===== config.mk =====
export PLATFORM = sky130hd
export DESIGN_NAME = game_flow_sched_flat
export DESIGN_NICKNAME = d
export VERILOG_FILES = /design/src/rtl/game_flow_sched_if.sv /design/src/rtl/game_flow_sched.sv /design/src/flat_wrapper.sv
export SDC_FILE = /design/constraint.sdc
export NUM_CORES = 1
export LEC_CHECK = 0
export CAP_MARGIN = 20
export CORE_MARGIN = 2
export CORE_UTILIZATION = 43
export DETAILED_ROUTE_END_ITERATION = 10
export MAX_ROUTING_LAYER = met4
export PLACE_DENSITY_LB_ADDON = 0.12
export REMOVE_ABC_BUFFERS = 1
export SLEW_MARGIN = 10
export SYNTH_ARGS = -nofsm -noshare
export SYNTH_HDL_FRONTEND = slang
export SYNTH_SLANG_ARGS = --single-unit

===== constraint.sdc =====
create_clock -name clk -period 2.9 [get_ports clk]
set_input_delay 0.58 -clock clk [delete_from_list [all_inputs] [get_ports clk]]
set_output_delay 0.58 -clock clk [all_outputs]
set_load 0.01 [all_outputs]

===== src/rtl/game_flow_sched_if.sv =====
// Signal bundle between the game sequencer and its neighbours: start/restart
// controls, tick, sound sources in; state, run levels, clear and piezo out.
interface game_flow_sched_if #(
   parameter int PITCH_W = 32
);
   logic               i_tick;
   logic               i_start;
   logic               i_restart;
   logic               i_game_end;
   logic               i_intro_en;
   logic [PITCH_W-1:0] i_intro_pitch;
   logic               i_game_en;
   logic [PITCH_W-1:0] i_game_pitch;
   logic [1:0]         o_state;
   logic               o_intro_run;
   logic               o_game_run;
   logic               o_gated_tick;
   logic               o_clear;
   logic [1:0]         o_countdown;
   logic               o_piezo_en;
   logic [PITCH_W-1:0] o_piezo_pitch;

   modport master (
      output i_tick, i_start, i_restart, i_game_end,
             i_intro_en, i_intro_pitch, i_game_en, i_game_pitch,
      input  o_state, o_intro_run, o_game_run, o_gated_tick,
             o_clear, o_countdown, o_piezo_en, o_piezo_pitch
   );

   modport slave (
      input  i_tick, i_start, i_restart, i_game_end,
             i_intro_en, i_intro_pitch, i_game_en, i_game_pitch,
      output o_state, o_intro_run, o_game_run, o_gated_tick,
             o_clear, o_countdown, o_piezo_en, o_piezo_pitch
   );
endinterface


===== src/rtl/game_flow_sched.sv =====
// Rhythm-game flow sequencer (IDLE -> COUNTDOWN 3-2-1 -> PLAY -> END) with
// 1 ms tick gating, restart soft-clear and single-piezo arbitration.
module game_flow_sched #(
   parameter int CNT_STEP_MS = 1000,
   parameter int BEEP_MS     = 100,
   parameter int END_HOLD_MS = 2000,
   parameter int PITCH_W     = 32,
   parameter int PITCH_BEEP  = 25000,
   parameter int PITCH_GO    = 12500
) (
   input logic            clk,
   input logic            rst,
   game_flow_sched_if.slave bus
);
   typedef enum logic [1:0] {
      S_IDLE      = 2'd0,
      S_COUNTDOWN = 2'd1,
      S_PLAY      = 2'd2,
      S_END       = 2'd3
   } state_t;

   localparam int STEP_W = $clog2(CNT_STEP_MS + 1);
   localparam int GO_W   = $clog2(BEEP_MS + 1);
   localparam int HOLD_W = $clog2(END_HOLD_MS + 1);

   localparam logic [STEP_W-1:0]  STEP_LAST = STEP_W'(CNT_STEP_MS - 1);
   localparam logic [STEP_W-1:0]  STEP_BEEP = STEP_W'(BEEP_MS);
   localparam logic [GO_W-1:0]    GO_MAX    = GO_W'(BEEP_MS);
   localparam logic [HOLD_W-1:0]  HOLD_MAX  = HOLD_W'(END_HOLD_MS);
   localparam logic [PITCH_W-1:0] BEEP_P    = PITCH_W'(PITCH_BEEP);
   localparam logic [PITCH_W-1:0] GO_P      = PITCH_W'(PITCH_GO);

   state_t              state;
   logic [STEP_W-1:0]   step_cnt;
   logic [GO_W-1:0]     go_cnt;
   logic [HOLD_W-1:0]   hold_cnt;
   logic [1:0]          digit;
   logic                clear;

   // NOTE: state registers use non-blocking assignments so every branch reads
   // the pre-edge values and the update order inside the block is irrelevant.
   always_ff @(posedge clk or negedge rst) begin
      if (!rst) begin
         state    <= S_IDLE;
         step_cnt <= '0;
         go_cnt   <= '0;
         hold_cnt <= '0;
         digit    <= 2'd0;
         clear    <= 1'b0;
      end else begin
         clear <= 1'b0;
         case (state)
            S_IDLE: begin
               if (bus.i_start) begin
                  state    <= S_COUNTDOWN;
                  digit    <= 2'd3;
                  step_cnt <= '0;
               end
            end
            S_COUNTDOWN: begin
               if (bus.i_restart) begin
                  clear    <= 1'b1;
                  digit    <= 2'd3;
                  step_cnt <= '0;
               end else if (bus.i_tick) begin
                  if (step_cnt == STEP_LAST) begin
                     step_cnt <= '0;
                     if (digit == 2'd1) begin
                        state  <= S_PLAY;
                        digit  <= 2'd0;
                        go_cnt <= '0;
                     end else begin
                        digit <= digit - 2'd1;
                     end
                  end else begin
                     step_cnt <= step_cnt + 1'b1;
                  end
               end
            end
            S_PLAY: begin
               // Restart wins over a chart end arriving in the same cycle.
               if (bus.i_restart) begin
                  clear    <= 1'b1;
                  state    <= S_COUNTDOWN;
                  digit    <= 2'd3;
                  step_cnt <= '0;
               end else if (bus.i_game_end) begin
                  state    <= S_END;
                  hold_cnt <= '0;
               end else if (bus.i_tick && go_cnt != GO_MAX) begin
                  go_cnt <= go_cnt + 1'b1;
               end
            end
            S_END: begin
               if (bus.i_restart && hold_cnt == HOLD_MAX) begin
                  clear    <= 1'b1;
                  state    <= S_COUNTDOWN;
                  digit    <= 2'd3;
                  step_cnt <= '0;
               end else if (bus.i_tick && hold_cnt != HOLD_MAX) begin
                  hold_cnt <= hold_cnt + 1'b1;
               end
            end
            default: state <= S_IDLE;
         endcase
      end
   end

   // en and pitch share one registered selector, so they always switch together.
   always_comb begin
      // NOTE: defaults first keep every path assigned, so no latch is inferred.
      bus.o_piezo_en    = 1'b0;
      bus.o_piezo_pitch = '0;
      case (state)
         S_IDLE: begin
            bus.o_piezo_en    = bus.i_intro_en;
            bus.o_piezo_pitch = bus.i_intro_pitch;
         end
         S_COUNTDOWN: begin
            if (step_cnt < STEP_BEEP) begin
               bus.o_piezo_en    = 1'b1;
               bus.o_piezo_pitch = BEEP_P;
            end
         end
         S_PLAY: begin
            if (go_cnt < GO_MAX) begin
               bus.o_piezo_en    = 1'b1;
               bus.o_piezo_pitch = GO_P;
            end else begin
               bus.o_piezo_en    = bus.i_game_en;
               bus.o_piezo_pitch = bus.i_game_pitch;
            end
         end
         default: ;
      endcase
   end

   assign bus.o_state      = state;
   assign bus.o_intro_run  = (state == S_IDLE);
   assign bus.o_game_run   = (state == S_PLAY);
   assign bus.o_gated_tick = bus.i_tick & (state == S_PLAY);
   assign bus.o_clear      = clear;
   assign bus.o_countdown  = digit;
endmodule


===== src/flat_wrapper.sv =====
// flat-port wrapper written by rule: the top's interface ports become plain ports
module game_flow_sched_flat 
#(
   parameter int CNT_STEP_MS = 1000,
   parameter int BEEP_MS     = 100,
   parameter int END_HOLD_MS = 2000,
   parameter int PITCH_W     = 32,
   parameter int PITCH_BEEP  = 25000,
   parameter int PITCH_GO    = 12500
)
  (clk, rst, bus_i_tick, bus_i_start, bus_i_restart, bus_i_game_end, bus_i_intro_en, bus_i_intro_pitch, bus_i_game_en, bus_i_game_pitch, bus_o_state, bus_o_intro_run, bus_o_game_run, bus_o_gated_tick, bus_o_clear, bus_o_countdown, bus_o_piezo_en, bus_o_piezo_pitch);
  game_flow_sched_if #(.PITCH_W(PITCH_W)) bus_i ();
  input logic clk;
  input logic rst;
  input wire logic [$bits(bus_i.i_tick)-1:0] bus_i_tick;
  input wire logic [$bits(bus_i.i_start)-1:0] bus_i_start;
  input wire logic [$bits(bus_i.i_restart)-1:0] bus_i_restart;
  input wire logic [$bits(bus_i.i_game_end)-1:0] bus_i_game_end;
  input wire logic [$bits(bus_i.i_intro_en)-1:0] bus_i_intro_en;
  input wire logic [$bits(bus_i.i_intro_pitch)-1:0] bus_i_intro_pitch;
  input wire logic [$bits(bus_i.i_game_en)-1:0] bus_i_game_en;
  input wire logic [$bits(bus_i.i_game_pitch)-1:0] bus_i_game_pitch;
  output wire logic [$bits(bus_i.o_state)-1:0] bus_o_state;
  output wire logic [$bits(bus_i.o_intro_run)-1:0] bus_o_intro_run;
  output wire logic [$bits(bus_i.o_game_run)-1:0] bus_o_game_run;
  output wire logic [$bits(bus_i.o_gated_tick)-1:0] bus_o_gated_tick;
  output wire logic [$bits(bus_i.o_clear)-1:0] bus_o_clear;
  output wire logic [$bits(bus_i.o_countdown)-1:0] bus_o_countdown;
  output wire logic [$bits(bus_i.o_piezo_en)-1:0] bus_o_piezo_en;
  output wire logic [$bits(bus_i.o_piezo_pitch)-1:0] bus_o_piezo_pitch;
  assign bus_i.i_tick = bus_i_tick;
  assign bus_i.i_start = bus_i_start;
  assign bus_i.i_restart = bus_i_restart;
  assign bus_i.i_game_end = bus_i_game_end;
  assign bus_i.i_intro_en = bus_i_intro_en;
  assign bus_i.i_intro_pitch = bus_i_intro_pitch;
  assign bus_i.i_game_en = bus_i_game_en;
  assign bus_i.i_game_pitch = bus_i_game_pitch;
  assign bus_o_state = bus_i.o_state;
  assign bus_o_intro_run = bus_i.o_intro_run;
  assign bus_o_game_run = bus_i.o_game_run;
  assign bus_o_gated_tick = bus_i.o_gated_tick;
  assign bus_o_clear = bus_i.o_clear;
  assign bus_o_countdown = bus_i.o_countdown;
  assign bus_o_piezo_en = bus_i.o_piezo_en;
  assign bus_o_piezo_pitch = bus_i.o_piezo_pitch;
  game_flow_sched #(.CNT_STEP_MS(CNT_STEP_MS), .BEEP_MS(BEEP_MS), .END_HOLD_MS(END_HOLD_MS), .PITCH_W(PITCH_W), .PITCH_BEEP(PITCH_BEEP), .PITCH_GO(PITCH_GO)) u_core (.clk(clk), .rst(rst), .bus(bus_i));
endmodule

Yosys cells after proc, flatten, opt, wreduce, memory -nomap -nowiden
Cells that the tools add are included.
{"block": "totals", "elab_cells": 95, "reg_bits": 33}
{"block": "classes", "n_bitwise": 1, "n_reduce_logical": 12, "add_sub_neg": 4, "eq_ne": 24, "magnitude_cmp": 2, "muxes": 46}
{"operator": "32-bit case mux with 3 select lines", "count": 1}
{"operator": "10-bit two-way mux", "count": 6}
{"operator": "7-bit two-way mux", "count": 7}
{"operator": "11-bit two-way mux", "count": 4}
{"operator": "10-bit case mux with 4 select lines", "count": 1}
{"operator": "32-bit two-way mux", "count": 1}
{"operator": "2-bit two-way mux", "count": 15}
{"operator": "11-bit case mux with 2 select lines", "count": 1}
{"operator": "2-bit inequality test (second input constant)", "count": 8}
{"operator": "2-bit case mux with 4 select lines", "count": 2}
{"operator": "15-bit two-way mux", "count": 1}
{"operator": "7-bit case mux with 2 select lines", "count": 1}
{"operator": "11-bit by 1-bit adder with 11-bit output (second input constant)", "count": 1}
{"operator": "11-bit equality test (second input constant)", "count": 1}
{"operator": "11-bit inequality test (second input constant)", "count": 1}
{"operator": "10-bit by 1-bit adder with 10-bit output (second input constant)", "count": 1}
{"operator": "10-bit equality test (second input constant)", "count": 1}
{"operator": "10-bit by 7-bit less-than comparator with 1-bit output (second input constant)", "count": 1}
{"operator": "2-bit by 1-bit inequality test with 1-bit output (second input constant)", "count": 5}
{"operator": "5-bit AND reduction", "count": 2}
{"operator": "8-bit AND reduction", "count": 1}
{"operator": "7-bit by 1-bit adder with 7-bit output (second input constant)", "count": 1}
{"operator": "7-bit less-than comparator (second input constant)", "count": 1}
{"operator": "7-bit inequality test (second input constant)", "count": 1}
{"operator": "15 further kinds", "count": 24}

Depth between registers and ports, before layout
Gate-level depths: netlist (run 1).
{"block": "logic_depth", "depth_word": 6, "ltp_mapped": 9, "mapped_depth_nobuf": 7}

Least setup slack after synthesis (run 1)
Ideal clock, no wire load.
{"block": "synth_timing", "path_type": "register -> output", "start": "register u_core.state[0] (netlist: u_core.bus.o_state[0])", "end": "output bus_o_piezo_pitch[10]", "slack_ps": 440, "stages_incl_launch_ff": 9, "t_arrival_ps": 1880, "path_cell_list": "dfrtp_1 -> inv_1 -> ha_1 -> buf_4 -> inv_2 -> nor2_1 -> clkbuf_1 -> a22oi_1 -> nor2_1"}
{"block": "synth_between", "elab_chain_len": 2, "elab_cells_between_ends": 4, "cone_classes": "eq/ne: 2; mux: 1; reduce/logical: 1"}
{"element": "start: declaration", "line_no": "game_flow_sched.sv:33", "text": "state_t state;"}
{"element": "start signal: assignment", "line_no": "game_flow_sched.sv:44", "text": "state <= S_IDLE;"}
{"element": "start signal: assignment", "line_no": "game_flow_sched.sv:55", "text": "state <= S_COUNTDOWN;"}
{"element": "start signal: assignment", "line_no": "game_flow_sched.sv:69", "text": "state <= S_PLAY;"}
{"element": "2-bit equality test"}
{"element": "via bus_o_game_run", "line_no": "flat_wrapper.sv:25", "text": "output wire logic [$bits(bus_i.o_game_run)-1:0] bus_o_game_run;"}
{"element": "32-bit case mux with 3 select lines", "line_no": "game_flow_sched.sv:114", "text": "case (state)"}
{"element": "end: declaration", "line_no": "flat_wrapper.sv:30", "text": "output wire logic [$bits(bus_i.o_piezo_pitch)-1:0] bus_o_piezo_pitch;"}
The timed path passes the listed nets, and every way through them passes these cells.

Worst setup path in the final report (run 1)
{"block": "layout_timing", "start": "register u_core.state[0] (netlist: u_core.bus.o_state[0])", "end": "output bus_o_piezo_pitch[14]"}
{"block": "layout_between", "elab_chain_len": 2, "elab_cells_between_ends": 4, "cone_classes": "eq/ne: 2; mux: 1; reduce/logical: 1"}
{"element": "2-bit equality test, or another cell as far along", "line_no": "game_flow_sched.sv:114"}
{"element": "32-bit case mux with 3 select lines *", "line_no": "game_flow_sched.sv:114"}
Every way passes the cells marked *; elsewhere a longest branch is shown, timed or not.

==> metrics.yaml, run 1 <==
cells_and_area:
  area_delta_synth_final_pct: 51.40
  layoutNonFillerInstCount: 511
  fin_nets: 519
  stdcell_area_um2: 3933
  num-fill-cells: 514
  multi_input_area_um2: 1648
  drive_above_1_share_pct: 7.110
  num_antenna_cells: 0
  seq_area_um2: 825.8
  final_util_pct: 66.82
floorplanning:
  io_pins: 113
  placementRows: 28
  die-area_um2: 6678
  initial_core_util_pct: 44.13
  fp.coreArea_um2: 5886
  fp.dieW_um: 81.72
  die_y_um: 81.72
place:
  place_congestion: 0.8336
  dpl.hpwl_um: 6149
  dp_cells: 503
  dpl_cell_area_um2: 3821
  port-buffer-count: 112
  dp_slack_ns: 0.2238
worst_setup_path:
  path_buf_inv: 4
  cp.required_ns: 2.32
  start_kind: "flip-flop"
  critPathMaxStageDelay_ns: 0.59
  cp.arrival_ns: 2.19
  cp_top_family: "buffers and inverters"
  worstPathCellList: "inv_1 -> ha_1 -> inv_2 -> nor2_2 -> buf_12 -> nand2_1 -> a31oi_1 -> clkdlybuf4s50_1"
  cp_max_fo: 26
  slowest_stage: "clkdlybuf4s50_1"
  endpoint_kind: "primary output"
  crit_type: "reg -> out"
yosys:
  yosysSeqAreaShare_pct: 31.79
  yosysMostFrequentCell: "nand2_1"
  ys_seq_elements: 33
  yosys.area_share.simple_pct: 27.60
  synth_top_family_by_area: "simple AND/OR/NAND/NOR gates"
  synthMuxAreaShare_pct: 1.975
  synth_edf_count: 0
  synthXorXnorAreaFrac_pct: 0.6744
  async_flop_share_pct: 100.0
  synthAdderAreaFrac_pct: 5.780
  synth_compound_area_share_pct: 26.49
  synth_cell_type_count: 54
  syn_area_per_cell_um2: 7.992
  synth_area_leader_cell: "dfrtp_1"
  synthTopCellsByArea: "dfrtp_1 32%, a22oi_1 6.4%, o21ai_0 6.0%"
  yosys_warnings: 0
  ys_top_cells_by_count: "41 x nand2_1, 36 x nor2_1, 33 x dfrtp_1, 31 x o21ai_0, 22 x a22oi_1"
  synth_ff_type: "dfrtp_1"
  netlist_instances: 325
  syn_area_um2: 2597
  yosysTopAreaCellShare_pct: 31.79
sta:
  clock_skew_ns: 0.007351
  setup_viol: 0
  tightestPinTransition_ns: 0.8078
  period_share_pct: 95.65
  rsz0062_at_grt: "no"
  hold_viol: 0
  max_freq_ghz: 0.3605
  slew_viol_final: 0
  maxSlewHeadroom_pct: 46.04
  fin_crit_ns: 2.774
  setup_ws_ns: 0.1263
routing:
  drc: 0
  drtIter0Drc: 125
  via_per_inst: 5.646
  wl_um: 7897
  wire_per_inst_um: 15.45
  detail-route-antenna-nets: 0
  first_pass_iters: 4
  vias: 2885
grt:
  grt_pass1_wl_um: 13190
  antenna_found_initial: 0
  gr-total-overflow: 0
  grt_pass1_vias: 2808
  grt_max_degree: 36
  grt_usage_pct: 25.90
clock_tree:
  clk_pin_slew_ns: 0.07
  cts_tree: "built"
  clock_sinks: 33
  cts_buffers: 5
  clkLatencyLatePin_ns: 0.29
  htreeDepth: 2
  cts-root-buf: "clkbuf_8"
  clockBufferDepth: 2
power:
  power_density_nw_per_um2: 253.5
  leakage_uw: 0.001500
  ir_worst_vdd_mv: 0.2304
flow_run:
  cap_viol_max_count: 0
worst_hold_path:
  hold_class: "reg -> reg"
outcome:
  status: "finished, final reports clean"
-- state kept, by name, summed over array words and instances (netlist names) --
signal                  count
u_core.bus.o_clear          1
u_core.bus.o_countdown      2
u_core.bus.o_state          2
u_core.go_cnt               7
u_core.hold_cnt            11
u_core.step_cnt            10
-- cell type report --
type                    count  share of cell area [%]
inverters                  13                   1.241
clock inverters             2                  0.2545
well taps                  75                   2.386
repair buffers            123                   31.37
flip-flops and latches     33                   21.00
clock buffers               6                   1.845
multi-input cells         259                   41.90
-- worst reg2reg max path, cell delays in order, from the launching register on --
cell	delay [ns]
dfrtp_1	0.39
inv_1	0.12
ha_1	0.23
buf_12	0.17
nor2b_1	0.15
buf_4	0.15
nand3b_1	0.16
o32a_1	0.36
or2_1	0.41
o31ai_1	0.28
-- cells by family after synthesis --
family                     Yosys count
xor gates and xnor gates             2
muxes                                5
buffers and inverters               33
adders and majority gates           12
and+or+nand+nor                    140
DFF                                 33
AOI/OAI and AO/OA                  100
-- final timing paths --
kind / from / end / slack [ns] / cells past startpoint
min reg2reg: u_core.step_cnt[9] / u_core.step_cnt[9] / 0.50 / 1
min: u_core.step_cnt[9] / u_core.step_cnt[9] / 0.50 / 1
max in group asynchronous: rst / u_core.bus.o_state[0] / 1.89 / 2
min in group asynchronous: rst / u_core.step_cnt[8] / 0.70 / 2
max: u_core.bus.o_state[0] / bus_o_piezo_pitch[14] / 0.13 / 8
max reg2reg: u_core.bus.o_state[1] / u_core.step_cnt[9] / 0.39 / 9
-- stage by stage --
step | hold slack [ns] | setup TNS [ns] | total power, µW
2_1_floorplan | 0.2844 | -1.245 | 532.4
3_3_place_gp | 0.4703 | 0 | 666.2
3_5_place_dp | 0.4808 | 0 | 670.0
4_1_cts | 0.4949 | 0 | 1009
5_1_grt | 0.5434 | 0 | 1046
6_report | 0.4963 | 0 | 997.0
-- power by group --
group	leakage, µW	switching (µW)	internal, µW
clock	0.0000450	170	166
combinational	0.00102	58.8	117
sequential	0.000434	11.3	473
total	0.00150	240	757
-- repair_timing --
action                     CTS  global route
pin swaps                    0             0
hold buffers                 0             0
setup endpoints to repair    1            12
setup buffers                0             0
gates resized for setup      1             5
-- per-layer routing --
layer | track usage (%) | wire length, µm | part of all wire, % | vias to the layer above
met5 | - | 0 | 0 | -
met4 | 8.667 | 163 | 2.1 | 0
met3 | 3.956 | 398 | 5.0 | 11
met2 | 43.58 | 4017 | 51 | 96
met1 | 31.70 | 3317 | 42 | 1366
li1 | - | - | - | 1412
-- cell usage in the layout, fill, tap and decap left out, types with 8 or more instances in the layout --
master	Yosys	routed
ha_1	12	12
a21oi_1	12	12
a31oi_1	8	8
a22oi_1	22	22
nand3_1	15	15
inv_1	12	12
nand2_1	41	41
dfrtp_1	33	33
buf_4	1	9
nor2_1	36	35
o21ai_0	31	31
clkdlybuf4s50_1	0	110
Note: power is estimated with default switching activity, not from simulation.
==> run 2: changes to the inputs <==
- ABC_CLOCK_PERIOD_IN_PS: unset -> 2900
- CTS_CLUSTER_SIZE: unset -> 8
==> results of run 2 <==
Same layout as run 1: the final DEF is identical, and so are final timing and power.
